==> config.mk <==
export PLATFORM = sky130hd
export DESIGN_NAME = mem_port_arbiter
export DESIGN_NICKNAME = d
export VERILOG_FILES = /design/src/rtl/mem_port_arbiter.sv
export SDC_FILE = /design/constraint.sdc
export NUM_CORES = 1
export LEC_CHECK = 0
export BUFFER_PORTS_ARGS = -buffer_cell sky130_fd_sc_hd__buf_2
export CAP_MARGIN = 20
export CORE_AREA = 4 4 96 98
export CTS_CLUSTER_SIZE = 8
export DETAILED_ROUTE_END_ITERATION = 7
export DIE_AREA = 0 0 100 102
export MAX_ROUTING_LAYER = met4
export SETUP_SLACK_MARGIN = 0.02
export SLEW_MARGIN = 20
export SYNTH_ARGS = -nofsm -noshare
export SYNTH_HDL_FRONTEND = slang
export SYNTH_SLANG_ARGS = --single-unit
export TNS_END_PERCENT = 30
==> constraint.sdc <==
create_clock -name clk -period 3.2 [get_ports clk]
set_input_delay 0.8 -clock clk [delete_from_list [all_inputs] [get_ports clk]]
set_output_delay 0.8 -clock clk [all_outputs]
set_load 0.02 [all_outputs]
==> src/rtl/mem_port_arbiter.sv <==
// Shares one single-port synchronous RAM between the core memory stage and a DMA requester.
// Define ARB_STARVE_EN to enable the DMA starvation counter; otherwise the core has strict priority.
module mem_port_arbiter #(
    parameter int ADDR_W     = 14,
    parameter int STARVE_MAX = 4
) (
    input  logic              clk,
    input  logic              resetn,
    input  logic              core_req,
    input  logic [ADDR_W-1:0] core_addr,
    input  logic [31:0]       core_wdata,
    input  logic [3:0]        core_wmask,
    output logic [31:0]       core_rdata,
    output logic              core_stall,
    input  logic              dma_valid,
    output logic              dma_ready,
    input  logic              dma_we,
    input  logic [ADDR_W-1:0] dma_addr,
    input  logic [31:0]       dma_wdata,
    input  logic [3:0]        dma_wmask,
    output logic              dma_rvalid,
    output logic [31:0]       dma_rdata,
    output logic [ADDR_W-1:0] ram_addr,
    output logic [31:0]       ram_wdata,
    output logic [3:0]        ram_wmask,
    input  logic [31:0]       ram_rdata
);
    localparam logic [1:0] OWN_NONE = 2'd0;
    localparam logic [1:0] OWN_CORE = 2'd1;
    localparam logic [1:0] OWN_DMA  = 2'd2;

    if (STARVE_MAX < 1) begin : g_cfg_err
        $error("mem_port_arbiter: STARVE_MAX must be at least 1");
    end

    logic [1:0] owner;
    logic [1:0] owner_q, owner_d;
    logic       rvalid_q, rvalid_d;
    logic       force_dma;
    logic       dma_hs;

`ifdef ARB_STARVE_EN
    localparam int CNT_W = $clog2(STARVE_MAX + 1);

    logic [CNT_W-1:0] starve_q, starve_d;

    always_comb force_dma = core_req & dma_valid & (starve_q == CNT_W'(STARVE_MAX));

    // Withdrawal and handshake both restart the wait.
    always_comb begin
        starve_d = starve_q;
        if (!dma_valid || dma_hs)
            starve_d = '0;
        else if (starve_q != CNT_W'(STARVE_MAX))
            starve_d = starve_q + 1'b1;
    end

    always_ff @(posedge clk or negedge resetn) begin
        if (!resetn) starve_q <= '0;
        else         starve_q <= starve_d;
    end
`else
    assign force_dma = 1'b0;
`endif

    // Reset forces NONE so the RAM sees no write and DMA sees no ready.
    always_comb begin
        owner = OWN_NONE;
        if (force_dma)      owner = OWN_DMA;
        else if (core_req)  owner = OWN_CORE;
        else if (dma_valid) owner = OWN_DMA;
        if (!resetn)        owner = OWN_NONE;
    end

    assign dma_ready  = (owner == OWN_DMA);
    assign dma_hs     = dma_valid & dma_ready;
    assign core_stall = force_dma & resetn;

    always_comb begin
        ram_addr  = '0;
        ram_wdata = '0;
        ram_wmask = '0;
        case (owner)
            OWN_CORE: begin
                ram_addr  = core_addr;
                ram_wdata = core_wdata;
                ram_wmask = core_wmask;
            end
            OWN_DMA: begin
                ram_addr  = dma_addr;
                ram_wdata = dma_wdata;
                ram_wmask = dma_we ? dma_wmask : 4'h0;
            end
            default: ;
        endcase
    end

    always_comb begin
        owner_d  = owner;
        rvalid_d = dma_hs & ~dma_we;
    end

    always_ff @(posedge clk or negedge resetn) begin
        if (!resetn) begin
            owner_q  <= OWN_NONE;
            rvalid_q <= 1'b0;
        end else begin
            owner_q  <= owner_d;
            rvalid_q <= rvalid_d;
        end
    end

    assign core_rdata = (owner_q == OWN_CORE) ? ram_rdata : 32'h0;
    assign dma_rvalid = rvalid_q;
    assign dma_rdata  = rvalid_q ? ram_rdata : 32'h0;
endmodule
==> results of run 1 <==
[cells by family (layout without fill, tap and decap cells)]
family / Yosys count / in the layout / share of synthesized area (%)
buffers and inverters: 29 / 259 / 10.6
and+or+nand+nor: 170 / 170 / 61.4
other: 1 / 2 / 0.231
AOI/OAI and AO/OA: 50 / 50 / 23.1
DFF: 3 / 3 / 4.62
[cell type report]
class / instances / share of cell area (%)
timing repair buffer: 255 / 44.7
sequential: 3 / 2.54
clock buffer: 4 / 1.52
tap: 108 / 4.57
antenna: 1 / 0.0846
multi-input combinational: 221 / 46.6
[synthesized netlist by cell type]
cell      count  area, um2
and2_1       65        407
nand2_1      51        191
a21boi_1     50        375
nand3b_1     46        345
clkbuf_1     15       56.3
buf_6         7       78.8
buf_2         6       30.0
nand4b_1      4       35.0
dfrtp_1       3       75.1
nor2_1        2       7.51
and2b_1       1       7.51
buf_4         1       7.51
conb_1        1       3.75
nor3_1        1       5.00
[critical path: stages]
cell      delay, ns
buf_2          0.34
buf_12         0.23
nand3b_1       0.09
a21boi_1       0.16
buf_2          0.19
[per-stage QoR]
step	setup slack, ns	std cells	hold slack, ns
global route	0.448	592	0.566
detailed placement	0.571	587	0.772
floorplan	0.855	253	0.504
CTS	0.566	591	0.545
finish	0.561	592	0.536
global placement	0.589	587	0.769
[worst paths after layout]
kind / from / endpoint / slack (ns) / cells after the start
worst max-delay path: dma_valid / ram_wdata[13] / 0.56 / 5
worst min-delay path: resetn / dma_rvalid / 0.54 / 2
max in group asynchronous: resetn / owner_q[0] / 2.49 / 2
min in group clk: dma_we / dma_rvalid / 0.87 / 2
[state kept, by name (all words and copies together), names as in the netlist]
name	flops
owner_q	2
dma_rvalid	1
[layout by cell type (no fill, tap or decap)]
cell type	count
nor2_1	2
and2_1	65
and2b_1	1
buf_12	3
nand4b_1	4
diode_2	1
nand3b_1	46
conb_1	1
a21boi_1	50
nor3_1	1
clkbuf_1	1
nand2_1	51
dfrtp_1	3
clkbuf_8	3
buf_2	252
[power groups by stage]
stage | clock network [uW] | registers (uW) | logic (uW)
finish | 110 | 41.8 | 345
global route | 119 | 42.4 | 376
CTS | 113 | 41.9 | 349
detailed placement | 0 | 42.3 | 348
global placement | 0 | 42.1 | 344
floorplan | 0 | 41.0 | 198
[metal layers]
metal	part of all wire, %	track usage (%)	up-vias
li1	-	-	1294
met1	40	15.9	1098
met2	48	22.4	154
met3	11	2.59	6
met4	1.2	2.49	0
met5	0	-	-
==> results.ini, run 1 <==
[final_layout]
final_area_um2 = 2960
multi_input_area_um2 = 1380
nFillCells = 910
nets = 621
regArea_um2 = 75.1
area.growth.synth_to_final_pct = 81.9
drive_above_1_share_pct = 53.4
fin_util_pct = 34.9

[worst_setup_path]
crit_required_ns = 2.40
start_kind = input port
cp_data_arrival_time_ns = 1.84
critPathKind = input port to output pin
crit_path_end_kind = output pin
critPathMaxFanout = 31

[floorplan]
die_y_um = 102
fp.dieW_um = 100
die-area_um2 = 10200
rows = 34
start_util_pct = 19.2
coreArea_um2 = 8470
io_pins = 254

[place]
numPortBuffers = 252
place_congestion = 0.847
dp_hpwl_um = 6210
placed_area_um2 = 2910

[drt]
avgRoutedWirePerCell_um = 12.5
vias = 2552
detail-route-antenna-nets = 0
dr.pass1.iters = 4
remaining_drc_errors = 0
wl_um = 7400
viasPerCell = 4.31
drtIter0Drc = 44

[clocking]
clock_path_buffers = 2
clock_sinks = 3
postCtsResizedCells = 0
cts_made_buffers = 3
clk_pin_slew_ns = 0.03
postCtsHoldBufs = 0
cts_tree = done
htreeDepth = 1
postCtsSetupRepairBufs = 0
cts_root_buf = clkbuf_8

[timing]
worst_pin_slew_ns = 0.686
relSlewSlack_pct = 54.3
min_period_ns = 2.64
slew_violations = 0
fmax_ghz = 0.379
rsz0062_at_grt = false
period_share_pct = 82.5
setup_viol_count_final = 0
hold_viol = 0
fin_tns_setup_ns = 0

[pwr]
leakage_uw = 0.00176
p_per_area_nw_per_um2 = 168
switching_share_pct = 43.5
power_frac_clock_pct = 22.1
comb_power_share_pct = 69.5
power_frac_seq_pct = 8.4
peakVddDrop_mv = 0.0818
power_switching_uw = 216
power_uw = 497
intPower_uw = 281

[worst_hold_path]
holdCritPathClass = input port to async pin

[logic_synthesis]
ys_seq_area_share_pct = 4.62
synth_warnings = 0
netlist_instances = 253
netlist_area_um2 = 1630
synth_cell_types = 14
avgSynthCellArea_um2 = 6.42
synth_nets = 390
yosys_register_bits = 3

[grt]
overflow = 0
grt_usage_pct = 13.0
grt_max_degree = 105
grt_pass1_vias = 2234
grt_pass1_wl_um = 10700
antenna_found_initial = 1

[run_status]
status = finished, final reports clean

[job]
max_cap_violations = 0

Power figures use the tool's default switching activity.
==> inputs of run 2 (changes only) <==
ABC_AREA = 1   (was unset)
clock period = 2.2 ns   (was 3.2 ns; I/O delays follow)
==> results.ini, run 2 <==
[final_layout]
antenna_cells = 0  ; -1
nets = 697  ; +12%
fin_util_pct = 31.8  ; -3.1 points
drive_above_1_share_pct = 46.9  ; -6.5 points
area.growth.synth_to_final_pct = 106
largest_register_ffs = 2  ; unchanged
final_common_cell = buf_2
largest_register = owner_q
nFillCells = 986  ; +8.4%
final_cell_mix = buf_2, nand2_1, inv_1, nor2_1

[floorplan]
rows = 34  ; unchanged
fp.dieW_um = 100  ; unchanged
die_y_um = 102  ; unchanged
die-area_um2 = 10200  ; unchanged
coreArea_um2 = 8470  ; unchanged
io_pins = 254  ; unchanged
start_util_pct = 15.4  ; -3.8 points

[logic_synthesis]
yosys-top-cells-count = nand2_1, inv_1, nor2_1
synth_edf_count = 0  ; unchanged
ys_seq_area_share_pct = 5.74  ; +1.1 points
ys_top_cells_by_area = nand2_1, inv_1, nor2_1, buf_4, dfrtp_1
synth_nets = 452  ; +16%
netlist_instances = 315  ; +25%
avgSynthCellArea_um2 = 4.15  ; -35%
post-synth-top-count-cell = nand2_1
synth_ff_type = dfrtp_1
synth_cell_types = 11  ; -3
synth_warnings = 0  ; unchanged
yosys.area.top_type = nand2_1
yosys_register_bits = 3  ; unchanged
yosys.area.top_type_share_pct = 54.3  ; +29 points
netlist_area_um2 = 1310  ; -20%
async_flop_share_pct = 100  ; unchanged

[timing]
rsz0062_at_grt = false
setup_viol_count_final = 0  ; unchanged
slew_violations = 0  ; unchanged
fin_tns_setup_ns = 0  ; unchanged
min_period_ns = 2.02
period_share_pct = 91.7
fmax_ghz = 0.496
hold_viol = 0  ; unchanged

[pwr]
p_per_area_nw_per_um2 = 251  ; +49%
leakage_uw = 0.00229  ; +30%
power_switching_uw = 309  ; +43%
comb_power_share_pct = 68.3  ; -1.2 points
peakVddDrop_mv = 0.114  ; +39%
switching_share_pct = 45.7  ; +2.1 points
intPower_uw = 368  ; +31%
power_uw = 677  ; +36%
power_frac_seq_pct = 8.6  ; +0.2 points
power_frac_clock_pct = 23.1  ; +1.0 points

[clocking]
postCtsHoldBufs = 0  ; unchanged
postCtsResizedCells = 0  ; unchanged
clock_sinks = 3  ; unchanged
cts_root_buf = clkbuf_8
cts_tree = done
postCtsSetupRepairBufs = 0  ; unchanged
htreeDepth = 1  ; unchanged
clk_pin_slew_ns = 0.03  ; about the same
clock_path_buffers = 2  ; unchanged
cts_made_buffers = 3  ; unchanged

[drt]
dr.pass1.iters = 4  ; unchanged
remaining_drc_errors = 0  ; unchanged
drtIter0Drc = 40  ; -9.1%
vias = 2555  ; +0.12%
viasPerCell = 3.83  ; -11%
detail-route-antenna-nets = 0  ; unchanged
avgRoutedWirePerCell_um = 10.1  ; -19%
wl_um = 6710  ; -9.3%

[worst_setup_path]
crit_required_ns = 1.65  ; -0.75 ns
critPathKind = input port to output pin
crit_path_end_kind = output pin
cp_data_arrival_time_ns = 1.47  ; -0.37 ns
start_kind = input port
critPathMaxFanout = 17  ; -45%

[place]
place_congestion = 0.832  ; -1.7%
numPortBuffers = 252  ; unchanged
dp_hpwl_um = 5950  ; -4.2%

[grt]
grt_max_degree = 51  ; -51%
antenna_found_initial = 0  ; -1
grt_usage_pct = 11.8  ; -1.2 points
grt_pass1_wl_um = 9800  ; -8.0%
grt_pass1_vias = 2255  ; +0.94%
overflow = 0  ; unchanged

[worst_hold_path]
holdCritPathClass = input port to async pin

[job]
max_cap_violations = 0  ; unchanged

[run_status]
status = finished, final reports clean

## run 2: layout make-up
type	count	area [um2]	area share, %
multi-input combinational	225	853	31.7
clock buffer	4	45.0	1.67
timing repair buffer	257	1320	49.1
inverter	70	263	9.75
tap	108	135	5.01
sequential	3	75.1	2.79
## run 2: per-layer routing
| layer | vias to the layer above | wire length, um | share of wire (%) | GRT usage [%] |
|---|---|---|---|---|
| met5 | - | 0 | 0 | - |
| met4 | 0 | 27 | 0.40 | 1.87 |
| met3 | 2 | 856 | 13 | 2.53 |
| met2 | 147 | 3530 | 53 | 23.5 |
| met1 | 1058 | 2290 | 34 | 12.0 |
| li1 | 1348 | - | - | - |
## run 2: critical path, cell delays in order
cell	delay [ns]
buf_2	0.14
nand2_1	0.12
nor2_4	0.13
buf_4	0.22
nand2_1	0.07
nand2_1	0.07
buf_2	0.16
## run 2: cells by family after synthesis
logic type,after synthesis,share of synthesized area [%]
AND/OR/NAND/NOR,224,65.0
flip-flops,3,5.74
buffers and inverters,87,29.0
other,1,0.287
## run 2: metrics by stage
| stage | worst slack (ns) | cells | hold WS (ns) | cell area (um2) |
|---|---|---|---|---|
| 2_1_floorplan | 0.496 | 315 | 0.254 | 1310 |
| 3_3_place_gp | 0.202 | 663 | 0.359 | 2650 |
| 3_5_place_dp | 0.180 | 663 | 0.364 | 2650 |
| 4_1_cts | 0.177 | 667 | 0.141 | 2700 |
| 5_1_grt | 0.0585 | 667 | 0.144 | 2700 |
| 6_report | 0.184 | 667 | 0.145 | 2700 |
## run 2: worst max-delay path by stage
| stage | startpoint | end | cells after the start |
|---|---|---|---|
| after floorplan | dma_valid | ram_addr[10] | 5 |
| after global placement | resetn | ram_wdata[30] | 7 |
| after detailed placement | resetn | ram_wdata[28] | 7 |
| after CTS | resetn | ram_wdata[28] | 7 |
| after global routing | resetn | ram_wdata[28] | 7 |
| final | resetn | ram_wdata[28] | 7 |
## run 2: power by group through the flow
stage	sequential (uW)	combinational, uW	clock [uW]
6_report	58.2	462	157
5_1_grt	58.3	510	164
4_1_cts	58.2	470	160
3_5_place_dp	58.8	468	0
3_3_place_gp	58.7	463	0
2_1_floorplan	59.7	237	0
